**src/rtl/cache_access_ctrl.sv**
```systemverilog
`default_nettype none
// ============================================================================
//  Module   : cache_access_ctrl
//  Purpose  : Serialises requester reads/writes onto an N-way cache and its
//             backing memory. Reads look up the cache and fill it on a miss.
//             Writes go through to memory and allocate in the cache.
//             Keeps saturating read hit/miss statistics.
//  Revision : 1.0 - initial release
// ============================================================================
module cache_access_ctrl #(
  parameter int ADDR_WIDTH = 8,
  parameter int DATA_WIDTH = 8,
  parameter int STAT_WIDTH = 16
) (
  input  logic                  clk,
  input  logic                  rstn,
  input  logic                  req_valid,
  output logic                  req_ready,
  input  logic                  req_we,
  input  logic [ADDR_WIDTH-1:0] req_addr,
  input  logic [DATA_WIDTH-1:0] req_wdata,
  output logic                  rsp_valid,
  output logic [DATA_WIDTH-1:0] rsp_data,
  output logic                  rsp_hit,
  output logic                  cache_re,
  output logic                  cache_we,
  output logic [ADDR_WIDTH-1:0] cache_read_addr,
  output logic [ADDR_WIDTH-1:0] cache_write_addr,
  output logic [DATA_WIDTH-1:0] cache_in,
  input  logic [DATA_WIDTH-1:0] cache_out,
  input  logic                  cache_hit,
  output logic                  mem_req_valid,
  input  logic                  mem_req_ready,
  output logic                  mem_req_we,
  output logic [ADDR_WIDTH-1:0] mem_req_addr,
  output logic [DATA_WIDTH-1:0] mem_req_wdata,
  input  logic                  mem_rsp_valid,
  input  logic [DATA_WIDTH-1:0] mem_rsp_data,
  input  logic                  stat_clr,
  output logic [STAT_WIDTH-1:0] hit_cnt,
  output logic [STAT_WIDTH-1:0] miss_cnt
);

  typedef enum logic [2:0] {
    S_IDLE     = 3'd0,
    S_LOOKUP   = 3'd1,
    S_MEM_RD   = 3'd2,
    S_MEM_WAIT = 3'd3,
    S_MEM_WR   = 3'd4
  } state_t;

  localparam logic [STAT_WIDTH-1:0] STAT_MAX = '1;

  state_t                  state_q, state_d;
  logic [ADDR_WIDTH-1:0]   addr_q, addr_d;
  logic [DATA_WIDTH-1:0]   wdata_q, wdata_d;
  logic                    rsp_valid_q, rsp_valid_d;
  logic [DATA_WIDTH-1:0]   rsp_data_q, rsp_data_d;
  logic                    rsp_hit_q, rsp_hit_d;
  logic [STAT_WIDTH-1:0]   hit_cnt_q, hit_cnt_d;
  logic [STAT_WIDTH-1:0]   miss_cnt_q, miss_cnt_d;
  logic                    hit_inc, miss_inc;

  // State, latched request and registered response/statistics.
  always_ff @(posedge clk or negedge rstn) begin
    if (!rstn) begin
      state_q     <= S_IDLE;
      addr_q      <= '0;
      wdata_q     <= '0;
      rsp_valid_q <= 1'b0;
      rsp_data_q  <= '0;
      rsp_hit_q   <= 1'b0;
      hit_cnt_q   <= '0;
      miss_cnt_q  <= '0;
    end else begin
      state_q     <= state_d;
      addr_q      <= addr_d;
      wdata_q     <= wdata_d;
      rsp_valid_q <= rsp_valid_d;
      rsp_data_q  <= rsp_data_d;
      rsp_hit_q   <= rsp_hit_d;
      hit_cnt_q   <= hit_cnt_d;
      miss_cnt_q  <= miss_cnt_d;
    end
  end

  // Next-state and strobe decode; strobes and their payloads idle at zero.
  always_comb begin
    state_d          = state_q;
    addr_d           = addr_q;
    wdata_d          = wdata_q;
    rsp_valid_d      = 1'b0;
    rsp_data_d       = '0;
    rsp_hit_d        = 1'b0;
    hit_inc          = 1'b0;
    miss_inc         = 1'b0;
    req_ready        = 1'b0;
    cache_re         = 1'b0;
    cache_read_addr  = '0;
    cache_we         = 1'b0;
    cache_write_addr = '0;
    cache_in         = '0;
    mem_req_valid    = 1'b0;
    mem_req_we       = 1'b0;
    mem_req_addr     = '0;
    mem_req_wdata    = '0;
    case (state_q)
      S_IDLE: begin
        // Gated by rstn so nothing is offered while reset is held.
        req_ready = rstn;
        if (req_valid && rstn) begin
          addr_d  = req_addr;
          wdata_d = req_wdata;
          if (req_we) begin
            state_d = S_MEM_WR;
          end else begin
            cache_re        = 1'b1;
            cache_read_addr = req_addr;
            state_d         = S_LOOKUP;
          end
        end
      end
      S_LOOKUP: begin
        if (cache_hit) begin
          rsp_valid_d = 1'b1;
          rsp_data_d  = cache_out;
          rsp_hit_d   = 1'b1;
          hit_inc     = 1'b1;
          state_d     = S_IDLE;
        end else begin
          miss_inc = 1'b1;
          state_d  = S_MEM_RD;
        end
      end
      S_MEM_RD: begin
        mem_req_valid = 1'b1;
        mem_req_addr  = addr_q;
        if (mem_req_ready) state_d = S_MEM_WAIT;
      end
      S_MEM_WAIT: begin
        if (mem_rsp_valid) begin
          cache_we         = 1'b1;
          cache_write_addr = addr_q;
          cache_in         = mem_rsp_data;
          rsp_valid_d      = 1'b1;
          rsp_data_d       = mem_rsp_data;
          state_d          = S_IDLE;
        end
      end
      S_MEM_WR: begin
        mem_req_valid = 1'b1;
        mem_req_we    = 1'b1;
        mem_req_addr  = addr_q;
        mem_req_wdata = wdata_q;
        if (mem_req_ready) begin
          cache_we         = 1'b1;
          cache_write_addr = addr_q;
          cache_in         = wdata_q;
          rsp_valid_d      = 1'b1;
          state_d          = S_IDLE;
        end
      end
      default: state_d = S_IDLE;
    endcase
  end

  // Saturating statistics; a clear beats a coincident increment.
  always_comb begin
    hit_cnt_d  = hit_cnt_q;
    miss_cnt_d = miss_cnt_q;
    if (stat_clr) begin
      hit_cnt_d  = '0;
      miss_cnt_d = '0;
    end else begin
      if (hit_inc && (hit_cnt_q != STAT_MAX))   hit_cnt_d  = hit_cnt_q + 1'b1;
      if (miss_inc && (miss_cnt_q != STAT_MAX)) miss_cnt_d = miss_cnt_q + 1'b1;
    end
  end

  assign rsp_valid = rsp_valid_q;
  assign rsp_data  = rsp_data_q;
  assign rsp_hit   = rsp_hit_q;
  assign hit_cnt   = hit_cnt_q;
  assign miss_cnt  = miss_cnt_q;

endmodule
`default_nettype wire

```
**config.mk**
```make
export PLATFORM = sky130hd
export DESIGN_NAME = cache_access_ctrl
export DESIGN_NICKNAME = d
export VERILOG_FILES = /design/src/rtl/cache_access_ctrl.sv
export SDC_FILE = /design/constraint.sdc
export NUM_CORES = 1
export LEC_CHECK = 0
export CAP_MARGIN = 20
export CORE_ASPECT_RATIO = 1.5
export CORE_MARGIN = 4
export CORE_UTILIZATION = 40
export CTS_CLUSTER_DIAMETER = 60
export CTS_CLUSTER_SIZE = 12
export DETAILED_ROUTE_END_ITERATION = 8
export GPL_TIMING_DRIVEN = 0
export PLACE_DENSITY = 0.74
export SLEW_MARGIN = 20
export SYNTH_ARGS = -nofsm -noshare
export SYNTH_HDL_FRONTEND = slang
export SYNTH_SLANG_ARGS = --single-unit
```
**constraint.sdc**
```tcl
create_clock -name clk -period 2.85 [get_ports clk]
set_clock_uncertainty 0.05 [all_clocks]
set_input_delay 0.4275 -clock clk [delete_from_list [all_inputs] [get_ports clk]]
set_output_delay 0.4275 -clock clk [all_outputs]
set_load 0.005 [all_outputs]
```
==> metrics.cfg, run 1 <==
[outcome]
status = finished, final reports clean

[route]
wl_met3_um = 967
drc = 0
initialDrtViolationCount = 151
drt-total-wl_mm = 10.1
wl_met1_mm = 3.90
vias = 3214
dr_wl_met2_mm = 4.97
drt_first_pass_iters = 4
wl_per_cell_um = 17.2
post_drt_via_cell_ratio = 5.48
ant_nets = 0
top_layer = met4

[layout]
finalNonFillerCells = 586
fillers = 660
layout-drive-gt1-share_pct = 12.3
antennaDiodeCount = 0
final_common_cell = clkdlybuf4s50_1
final_cell_mix = clkdlybuf4s50_1 (125), dfrtp_1 (61), and2_1 (34)
num-nets-final = 518
postLayoutCoreUtil_pct = 64.6
area_growth_syn_to_layout_pct = 56.0

[job]
drv_cap = 0

[grt]
grt_pass1_vias = 3412
grt_usage_pct = 21.7
grt_max_degree = 32
overflow = 0
grt_first_pass_wirelength_mm = 16.4
antenna_found_initial = 0

[timing]
finalMaxSlewViolations = 0
final_hold_viol_count = 0
fin_crit_sh_pct = 96.7
tightest_slew_ns = 0.695
rsz0062_at_grt = yes
slew_headroom_pct = 53.3
tns_ns = 0
fmax_mhz = 363
hold_ws_ns = 0.0429
setup_viol = 0
period_needed_ns = 2.76

[die]
die_w_um = 82.6
dieArea_mm2 = 0.00990
die_height_um = 120
core_mm2 = 0.00806
rows = 40
ios = 127
start_util_pct = 41.4

[clock_tree]
cts_buffers = 9
clk_pin_slew_worst_paths_ns = 0.05
cts_tree = built
cts_max_level = 3
worst_skew_pair.late_latency_ns = 0.33
clk_path_buf_depth = 2
clockRootBuffer = clkbuf_16
cts.sinks = 61

[logic_synthesis]
yosysSeqAreaShare_pct = 45.7
yosysTopAreaCellShare_pct = 45.7
avgSynthCellArea_um2 = 10.1
synth_area_mm2 = 0.00334
ys_top_cells_by_area = dfrtp_1 (46%), and2_1 (6.4%), mux2_1 (4.4%)
synth_seq_cells = 61
netlist_instances = 330
yosysUniqueCellTypes = 46
async_reset_ff_share_pct = 100
synth_flop_cell = dfrtp_1
synth_nets = 372
synth_top_cell_by_area = dfrtp_1
yosys_warnings = 0
synth_edf_count = 0

[placed_design]
portBuffers = 126
placed_cells = 562
gp_congestion = 0.829
hpwl_mm = 7.17

[setup_path]
path_cells = buf_6 > nor3b_4 > and2_1 > buf_4 > or2_4 > and2_1 > clkdlybuf4s50_1
critPathKind = reg -> out
required_ns = 2.37
rrSetupSlack_ns = 0.55
cp-end-kind = output pin
cpPeakStageDelay_ns = 0.46
crit_path_frequent_cell = and2_1
start_kind = flop
cp_slowest_cell = clkdlybuf4s50_1
worstPathArrival_ns = 2.28
crit_fanout = 10

[power]
leakage_nw = 2.04
worst_ir_drop_vdd_v = 0.000437
cellPowerDensity_mw_per_mm2 = 645

[min_path]
worstHoldPathType = in -> async

kinds of logic after synthesis:
kind of cell / share of synthesized area (%)
AO/OA/AOI/OAI: 13.5
XOR/XNOR: 0.262
adder cells (fa/ha/maj): 0.750
buffers and inverters: 3.22
flip-flops: 45.7
multiplexers: 9.07
AND/OR/NAND/NOR: 27.4
synth_stat cells, drive strengths merged, types with 3 or more instances:
library cell	instances
nor2b	12
mux2	26
and2	34
dfrtp	61
o41ai	3
nand3	12
or4	10
buf	8
a21oi	19
clkbuf	9
nand2	15
nor2	16
nor4	11
o31ai	10
or3	10
o21ai	10
nor4b	3
nand4	9
inv	8
nor3	7
a22o	16
timing repair:
| item | 4_1_cts | 5_1_grt |
|---|---|---|
| buffers inserted | 4 | 1 |
| hold buffers | 3 | 0 |
| gates cloned | 0 | 1 |
| setup endpoints to repair | 26 | 27 |
| gates resized for setup | 9 | 7 |
| hold endpoints to repair | 2 | 0 |
| pin swaps | 1 | 2 |
critical path, delay by kind of cell, from the launching register on:
kind | cells | cell delay, ns
flip-flops | 1 | 0.40
buffers and inverters | 3 | 0.79
AND/OR/NAND/NOR | 4 | 0.75
metrics by stage:
step / cell area (um2) / total power [mW] / setup slack (ns)
2_1_floorplan: 3340 / 1.55 / 0.751
3_3_place_gp: 4730 / 2.07 / -2.68
6_report: 5210 / 3.36 / 0.0949
5_1_grt: 5210 / 3.54 / -0.0213
4_1_cts: 5170 / 3.36 / 0.0439
3_5_place_dp: 4750 / 2.10 / -0.271
flip-flops by register name (all words and copies together), names as in the netlist:
name and count:
state_q 3, rsp_hit 1, wdata_q 8, addr_q 8
rsp_valid 1, miss_cnt 16, rsp_data 8, hit_cnt 16
cell type report:
class                      instances  area [um2]  area share, %
timing repair buffer             135        1360           26.0
clock buffer                      12         256           4.93
inverter                           8        30.0          0.577
tap                              105         131           2.52
sequential                        61        1530           29.3
buffer                            16        85.1           1.63
clock inverter                     4        70.1           1.35
multi-input combinational        245        1750           33.6
where the power goes:
| group | switching (mW) | internal (mW) | total, mW |
|---|---|---|---|
| combinational | 0.409 | 0.611 | 1.02 |
| sequential | 0.116 | 1.03 | 1.14 |
| clock | 0.388 | 0.810 | 1.20 |
final timing paths:
| check | cells past startpoint | endpoint | startpoint |
|---|---|---|---|
| max | 7 | cache_write_addr[2] | state_q[2]$_DFFE_PN0P_ |
| min | 2 | state_q[2]$_DFFE_PN0P_ | rstn |
| max reg2reg | 6 | hit_cnt[1]$_DFFE_PN0P_ | hit_cnt[0]$_DFFE_PN0P_ |
| min reg2reg | 1 | addr_q[2]$_DFFE_PN0P_ | addr_q[2]$_DFFE_PN0P_ |
| max in group asynchronous | 2 | miss_cnt[14]$_DFFE_PN0P_ | rstn |
| min in group clk | 1 | addr_q[2]$_DFFE_PN0P_ | addr_q[2]$_DFFE_PN0P_ |
layer usage:
layer  GRT usage (%)  vias up
li1                -     1528
met1            25.4     1538
met2            33.8      129
met3            9.38       19
met4            9.51        0
met5               0        -
(Power assumes the default switching activity.)
==> run 2, diff against run 1 <==
- CELL_PAD_IN_SITES_DETAIL_PLACEMENT: unset -> 1
- CELL_PAD_IN_SITES_GLOBAL_PLACEMENT: unset -> 2
- CORE_UTILIZATION: 40 -> 28
- PLACE_DENSITY: 0.74 -> unset
- PLACE_DENSITY_LB_ADDON: unset -> 0.1
==> run 2 against run 1 <==
  * Fmax grew 0.46%
  * Hold slack gained 0.019 ns
  * Largest power group is now sequential cells
  * Design area grew 0.74%
  * Critical endpoint is now cache_read_addr[2]
  * Cell count grew 7.3%
  * Combinational power is essentially flat
==> metrics.cfg, run 2 (synthesis results as in run 1) <==
[outcome]
status = finished, final reports clean

[clock_tree]
cts_max_level = 3  ; unchanged
cts_tree = built
cts_buffers = 9  ; unchanged
clk_pin_slew_worst_paths_ns = 0.05  ; about the same
cts.sinks = 61  ; unchanged
worst_skew_pair.late_latency_ns = 0.33  ; about the same
clk_path_buf_depth = 2  ; unchanged
clockRootBuffer = clkbuf_16

[power]
worst_ir_drop_vdd_v = 0.000338  ; -23%
swShare_pct = 28.0  ; +0.90 points
combPwrFrac_pct = 31.6  ; +1.3 points
cellPowerDensity_mw_per_mm2 = 619  ; -4.2%
seq_power_share_pct = 35.0  ; +1.0 points
p_int_mw = 2.34  ; -4.6%
p_sw_mw = 0.910  ; -0.26%
clkPwrFrac_pct = 33.4  ; -2.2 points
leakage_nw = 2.04  ; about the same

[timing]
fin_crit_sh_pct = 96.2  ; -0.44 points
setup_slack_ns = 0.107  ; +0.0125 ns
tightest_slew_ns = 0.714  ; +0.0197 ns
fmax_mhz = 365  ; +0.46%
slew_headroom_pct = 52.0  ; -1.3 points
hold_ws_ns = 0.0619  ; +0.0190 ns
final_hold_viol_count = 0  ; unchanged
period_needed_ns = 2.74  ; -0.0125 ns
finalMaxSlewViolations = 0  ; unchanged
setup_viol = 0  ; unchanged

[setup_path]
cpPeakStageDelay_ns = 0.53  ; +0.07 ns
worstPathArrival_ns = 2.27  ; about the same
worst-path-buf-inv = 2  ; -1
path_cells = clkbuf_4 > nor4b_4 > nand2_4 > nor2_4 > and2_1 > clkdlybuf4s50_1
required_ns = 2.37  ; about the same
start_kind = flop
crit_fanout = 10  ; unchanged
cp-end-kind = output pin
cp_slowest_cell = clkdlybuf4s50_1
path_delay_family = buffers and inverters
critPathKind = reg -> out

[route]
drt_first_pass_iters = 4  ; unchanged
wl_per_cell_um = 18.1  ; +5.4%
initialDrtViolationCount = 68  ; -55%
vias = 3242  ; +0.87%
ant_nets = 0  ; unchanged
post_drt_via_cell_ratio = 5.15  ; -6.0%
drc = 0  ; unchanged
drt-total-wl_mm = 11.4  ; +13%

[layout]
final_common_cell = clkdlybuf4s50_1
area_growth_syn_to_layout_pct = 57.2
antennaDiodeCount = 0  ; unchanged
final_cell_mix = clkdlybuf4s50_1 (123), dfrtp_1 (60), and2_1 (34)
num-nets-final = 518  ; unchanged
layout-drive-gt1-share_pct = 12.1  ; -0.16 points

[grt]
grt_first_pass_wirelength_mm = 19.1  ; +17%
grt_usage_pct = 17.3  ; -4.4 points
antenna_found_initial = 0  ; unchanged
met1_usage_pct = 18.6  ; -6.8 points
grt_max_degree = 29  ; -9.4%
grt-busiest-layer = met2
grtUsageMet3_pct = 7.28  ; -2.1 points
grt_pass1_vias = 3704  ; +8.6%
use_met2_pct = 30.3  ; -3.5 points
overflow = 0  ; unchanged

[die]
rows = 48  ; +20%
ios = 127  ; unchanged
core_mm2 = 0.0116  ; +44%
die_height_um = 142  ; +18%
dieArea_mm2 = 0.0138  ; +39%
start_util_pct = 28.8  ; -13 points
die_w_um = 97.2  ; +18%

[job]
drv_cap = 0  ; unchanged

[placed_design]
pre_cts_ws_ns = -0.731  ; -0.459 ns
portBuffers = 126  ; unchanged
gp_congestion = 0.749  ; -9.7%
hpwl_mm = 8.34  ; +16%

[min_path]
worstHoldPathType = in -> async

run 2: timing repair:
action / in CTS / in global routing
gates resized for setup: 16 / 3
hold buffers: 4 / 0
cloned: 1 / 0
setup buffers: 3 / 1
pin swaps: 2 / 1
hold endpoints to repair: 28 / 0
setup endpoints to repair: 26 / 20
run 2: final timing paths:
kind | endpoint | slack, ns | cells after the start | startpoint
max | cache_read_addr[2] | 0.11 | 6 | state_q[1]$_DFFE_PN0P_
min | hit_cnt[7]$_DFFE_PN0P_ | 0.06 | 3 | rstn
max reg2reg | hit_cnt[1]$_DFFE_PN0P_ | 0.51 | 6 | hit_cnt[0]$_DFFE_PN0P_
min reg2reg | wdata_q[5]$_DFFE_PN0P_ | 0.47 | 1 | wdata_q[5]$_DFFE_PN0P_
max in group asynchronous | miss_cnt[15]$_DFFE_PN0P_ | 1.71 | 3 | rstn
min in group clk | wdata_q[5]$_DFFE_PN0P_ | 0.47 | 1 | wdata_q[5]$_DFFE_PN0P_
run 2: layout make-up:
class | instances | area (um2)
clock buffers | 12 | 246
well taps | 150 | 188
repair buffers | 135 | 1380
plain buffers | 16 | 87.6
fillers | 1285 | 6340
clock inverters | 2 | 35.0
multi-input cells | 245 | 1750
inverters | 8 | 30.0
flip-flops and latches | 61 | 1530
run 2: per-stage QoR:
stage,utilization [%],instances,area [um2],total power [mW],setup TNS (ns)
after floorplan,-,330,3340,1.55,0
after global placement,41.3,606,4790,2.09,-138.29
after detailed placement,41.5,607,4800,2.12,-10.29
after CTS,45.1,628,5230,3.28,0
after global routing,45.3,629,5250,3.45,-0.0648
final,45.3,629,5250,3.25,0
run 2: power groups by stage:
| stage | combinational, mW | sequential, mW | clock (mW) |
|---|---|---|---|
| final | 1.03 | 1.13 | 1.08 |
| after global placement | 0.958 | 1.13 | 0 |
| after global routing | 1.13 | 1.16 | 1.16 |
| after floorplan | 0.433 | 1.12 | 0 |
| after detailed placement | 0.970 | 1.15 | 0 |
| after CTS | 1.04 | 1.14 | 1.11 |
run 2: worst min-delay path, stage by stage:
cell and delay [ns]:
buf_6 0.09, buf_12 0.09, buf_12 0.18
run 2: per-layer routing:
metal / vias to the layer above / part of all wire [%]
met2: 93 / 51
met5: - / 0
met1: 1614 / 39
met4: 0 / 2.0
met3: 14 / 8.2
li1: 1521 / -
==> run 3, diff against run 2 <==
- CORE_UTILIZATION: 28 -> 26
- clock period: 2.85 -> 2.72 ns (I/O delays scaled with it)
==> run 3 against run 2 <==
  * Cell count is 2.1% higher
  * Non-clock buffer count grew 6
  * Hold slack improved by 0.022 ns
  * Die area is 7.1% higher
  * Via count about the same
  * Largest cell class unchanged
==> metrics.cfg, run 3 (synthesis results as in run 1) <==
[outcome]
status = finished, final reports clean

[timing]
period_needed_ns = 2.62
tightest_slew_ns = 0.933  ; +0.219 ns
hold_ws_ns = 0.0835  ; +0.0216 ns
slew_headroom_pct = 37.6  ; -14 points
setup_slack_ns = 0.0989  ; -0.00847 ns
rsz0062_at_grt = yes
fin_crit_sh_pct = 96.4
tns_ns = 0  ; unchanged
finalMaxSlewViolations = 0  ; unchanged
fmax_mhz = 382
setup_viol = 0  ; unchanged
final_hold_viol_count = 0  ; unchanged

[setup_path]
critPathKind = in -> out
start_kind = primary input
crit_fanout = 10  ; unchanged
cp-end-kind = output pin
worstPathArrival_ns = 2.16  ; -0.11 ns
cp_slowest_cell = clkdlybuf4s50_1
cpPeakStageDelay_ns = 0.50  ; -0.03 ns
crit_path_frequent_cell = clkdlybuf4s50_1
required_ns = 2.26  ; -0.11 ns
path_cells = clkdlybuf4s50_1 > nand2_1 > nor3b_4 > buf_4 > a22o_1 > clkdlybuf4s50_1

[route]
post_drt_via_cell_ratio = 5.05  ; -1.9%
drt_first_pass_iters = 4  ; unchanged
drc = 0  ; unchanged
wl_per_cell_um = 18.2  ; +0.55%
initialDrtViolationCount = 65  ; -4.4%
drt-total-wl_mm = 11.7  ; +2.6%
vias = 3245  ; +0.093%
ant_nets = 0  ; unchanged

[grt]
grt_first_pass_wirelength_mm = 18.9  ; -0.97%
grt_usage_pct = 16.3  ; -0.92 points
overflow = 0  ; unchanged
grt_pass1_vias = 3465  ; -6.5%
antenna_found_initial = 0  ; unchanged
grt_max_degree = 23  ; -21%

[power]
swShare_pct = 28.7  ; +0.60 points
p_sw_mw = 0.965  ; +6.0%
clkPwrFrac_pct = 32.2  ; -1.2 points
cellPowerDensity_mw_per_mm2 = 633  ; +2.4%
combPwrFrac_pct = 32.6  ; +1.0 points
worst_ir_drop_vdd_v = 0.000322  ; -4.5%
p_int_mw = 2.40  ; +2.9%
leakage_nw = 2.24  ; +9.8%
seq_power_share_pct = 35.2  ; +0.2 points

[clock_tree]
cts_buffers = 9  ; unchanged
cts_max_level = 3  ; unchanged
clk_path_buf_depth = 2  ; unchanged
clockRootBuffer = clkbuf_16
worst_skew_pair.late_latency_ns = 0.33  ; about the same
cts.sinks = 61  ; unchanged
cts_tree = built
clk_pin_slew_worst_paths_ns = 0.05  ; about the same

[layout]
antennaDiodeCount = 0  ; unchanged
area_growth_syn_to_layout_pct = 59.3
final_common_cell = clkdlybuf4s50_1
finalNonFillerCells = 642  ; +2.1%
fillers = 1412  ; +9.9%
design_area_mm2 = 0.00532  ; +1.4%
final_cell_mix = clkdlybuf4s50_1 (109), dfrtp_1 (60), and2_1 (33)
num-nets-final = 523  ; +0.97%
layout-drive-gt1-share_pct = 13.8  ; +1.7 points

[die]
die_w_um = 101  ; +3.5%
rows = 50  ; +4.2%
die_height_um = 147  ; +3.6%
dieArea_mm2 = 0.0148  ; +7.1%
ios = 127  ; unchanged
core_mm2 = 0.0125  ; +7.9%
start_util_pct = 26.7  ; -2.1 points

[placed_design]
place_area_mm2 = 0.00482  ; +0.31%
pre_cts_ws_ns = -0.702  ; +0.0285 ns
placed_cells = 613  ; +0.99%
gp_congestion = 0.749  ; about the same
portBuffers = 126  ; unchanged
hpwl_mm = 8.30  ; -0.49%

[min_path]
worstHoldPathType = in -> async

[job]
drv_cap = 0  ; unchanged

run 3: power by group through the flow:
stage / Clock, mW / Sequential (mW) / Combinational (mW)
detailed placement: 0 / 1.20 / 1.01
floorplan: 0 / 1.17 / 0.454
CTS: 1.13 / 1.19 / 1.11
finish: 1.09 / 1.19 / 1.10
global route: 1.16 / 1.21 / 1.21
global placement: 0 / 1.19 / 0.998
run 3: final timing paths:
kind | startpoint | to | slack (ns) | cells after the start
max | mem_rsp_valid | cache_in[7] | 0.1 | 6
min | rstn | wdata_q[1]$_DFFE_PN0P_ | 0.08 | 3
max reg2reg | hit_cnt[0]$_DFFE_PN0P_ | hit_cnt[5]$_DFFE_PN0P_ | 0.30 | 6
min reg2reg | addr_q[4]$_DFFE_PN0P_ | addr_q[4]$_DFFE_PN0P_ | 0.47 | 1
max in group asynchronous | rstn | wdata_q[4]$_DFFE_PN0P_ | 1.30 | 2
min in group clk | addr_q[4]$_DFFE_PN0P_ | addr_q[4]$_DFFE_PN0P_ | 0.47 | 1
run 3: cell type report:
cell class              instances  area (um2)  area share (%)
multi-input cells             244        1740            32.8
flip-flops and latches         61        1530            28.7
repair buffers                141        1450            27.2
clock buffers                  12         256            4.82
well taps                     156         195            3.67
plain buffers                  16        98.8            1.86
inverters                       8        30.0           0.565
clock inverters                 4        22.5           0.423
run 3: worst max-delay path, delay by kind of cell:
family / cells / cell delay, ns
simple gates: 2 / 0.39
compound gates: 1 / 0.16
buf+inv: 3 / 1.20
run 3: metal layers:
layer,part of all wire [%],wire [um],track usage (%)
met2,51,5970,28.1
met1,40,4710,18.5
met4,1.1,131,4.86
met3,7.6,892,6.37
met5,0,0,0
run 3: metrics by stage:
stage / util (%) / power, mW
6_report: 42.5 / 3.37
5_1_grt: 42.5 / 3.58
4_1_cts: 42.2 / 3.42
3_5_place_dp: 38.5 / 2.21
3_3_place_gp: 38.3 / 2.19
2_1_floorplan: - / 1.62
run 3: what timing repair did:
action	4_1_cts	5_1_grt
hold buffers	2	0
gates cloned	1	0
endpoints found under the setup margin	34	13
gates resized for setup	26	15
hold endpoints to repair	18	0
setup buffers	10	1
pin swaps	3	3
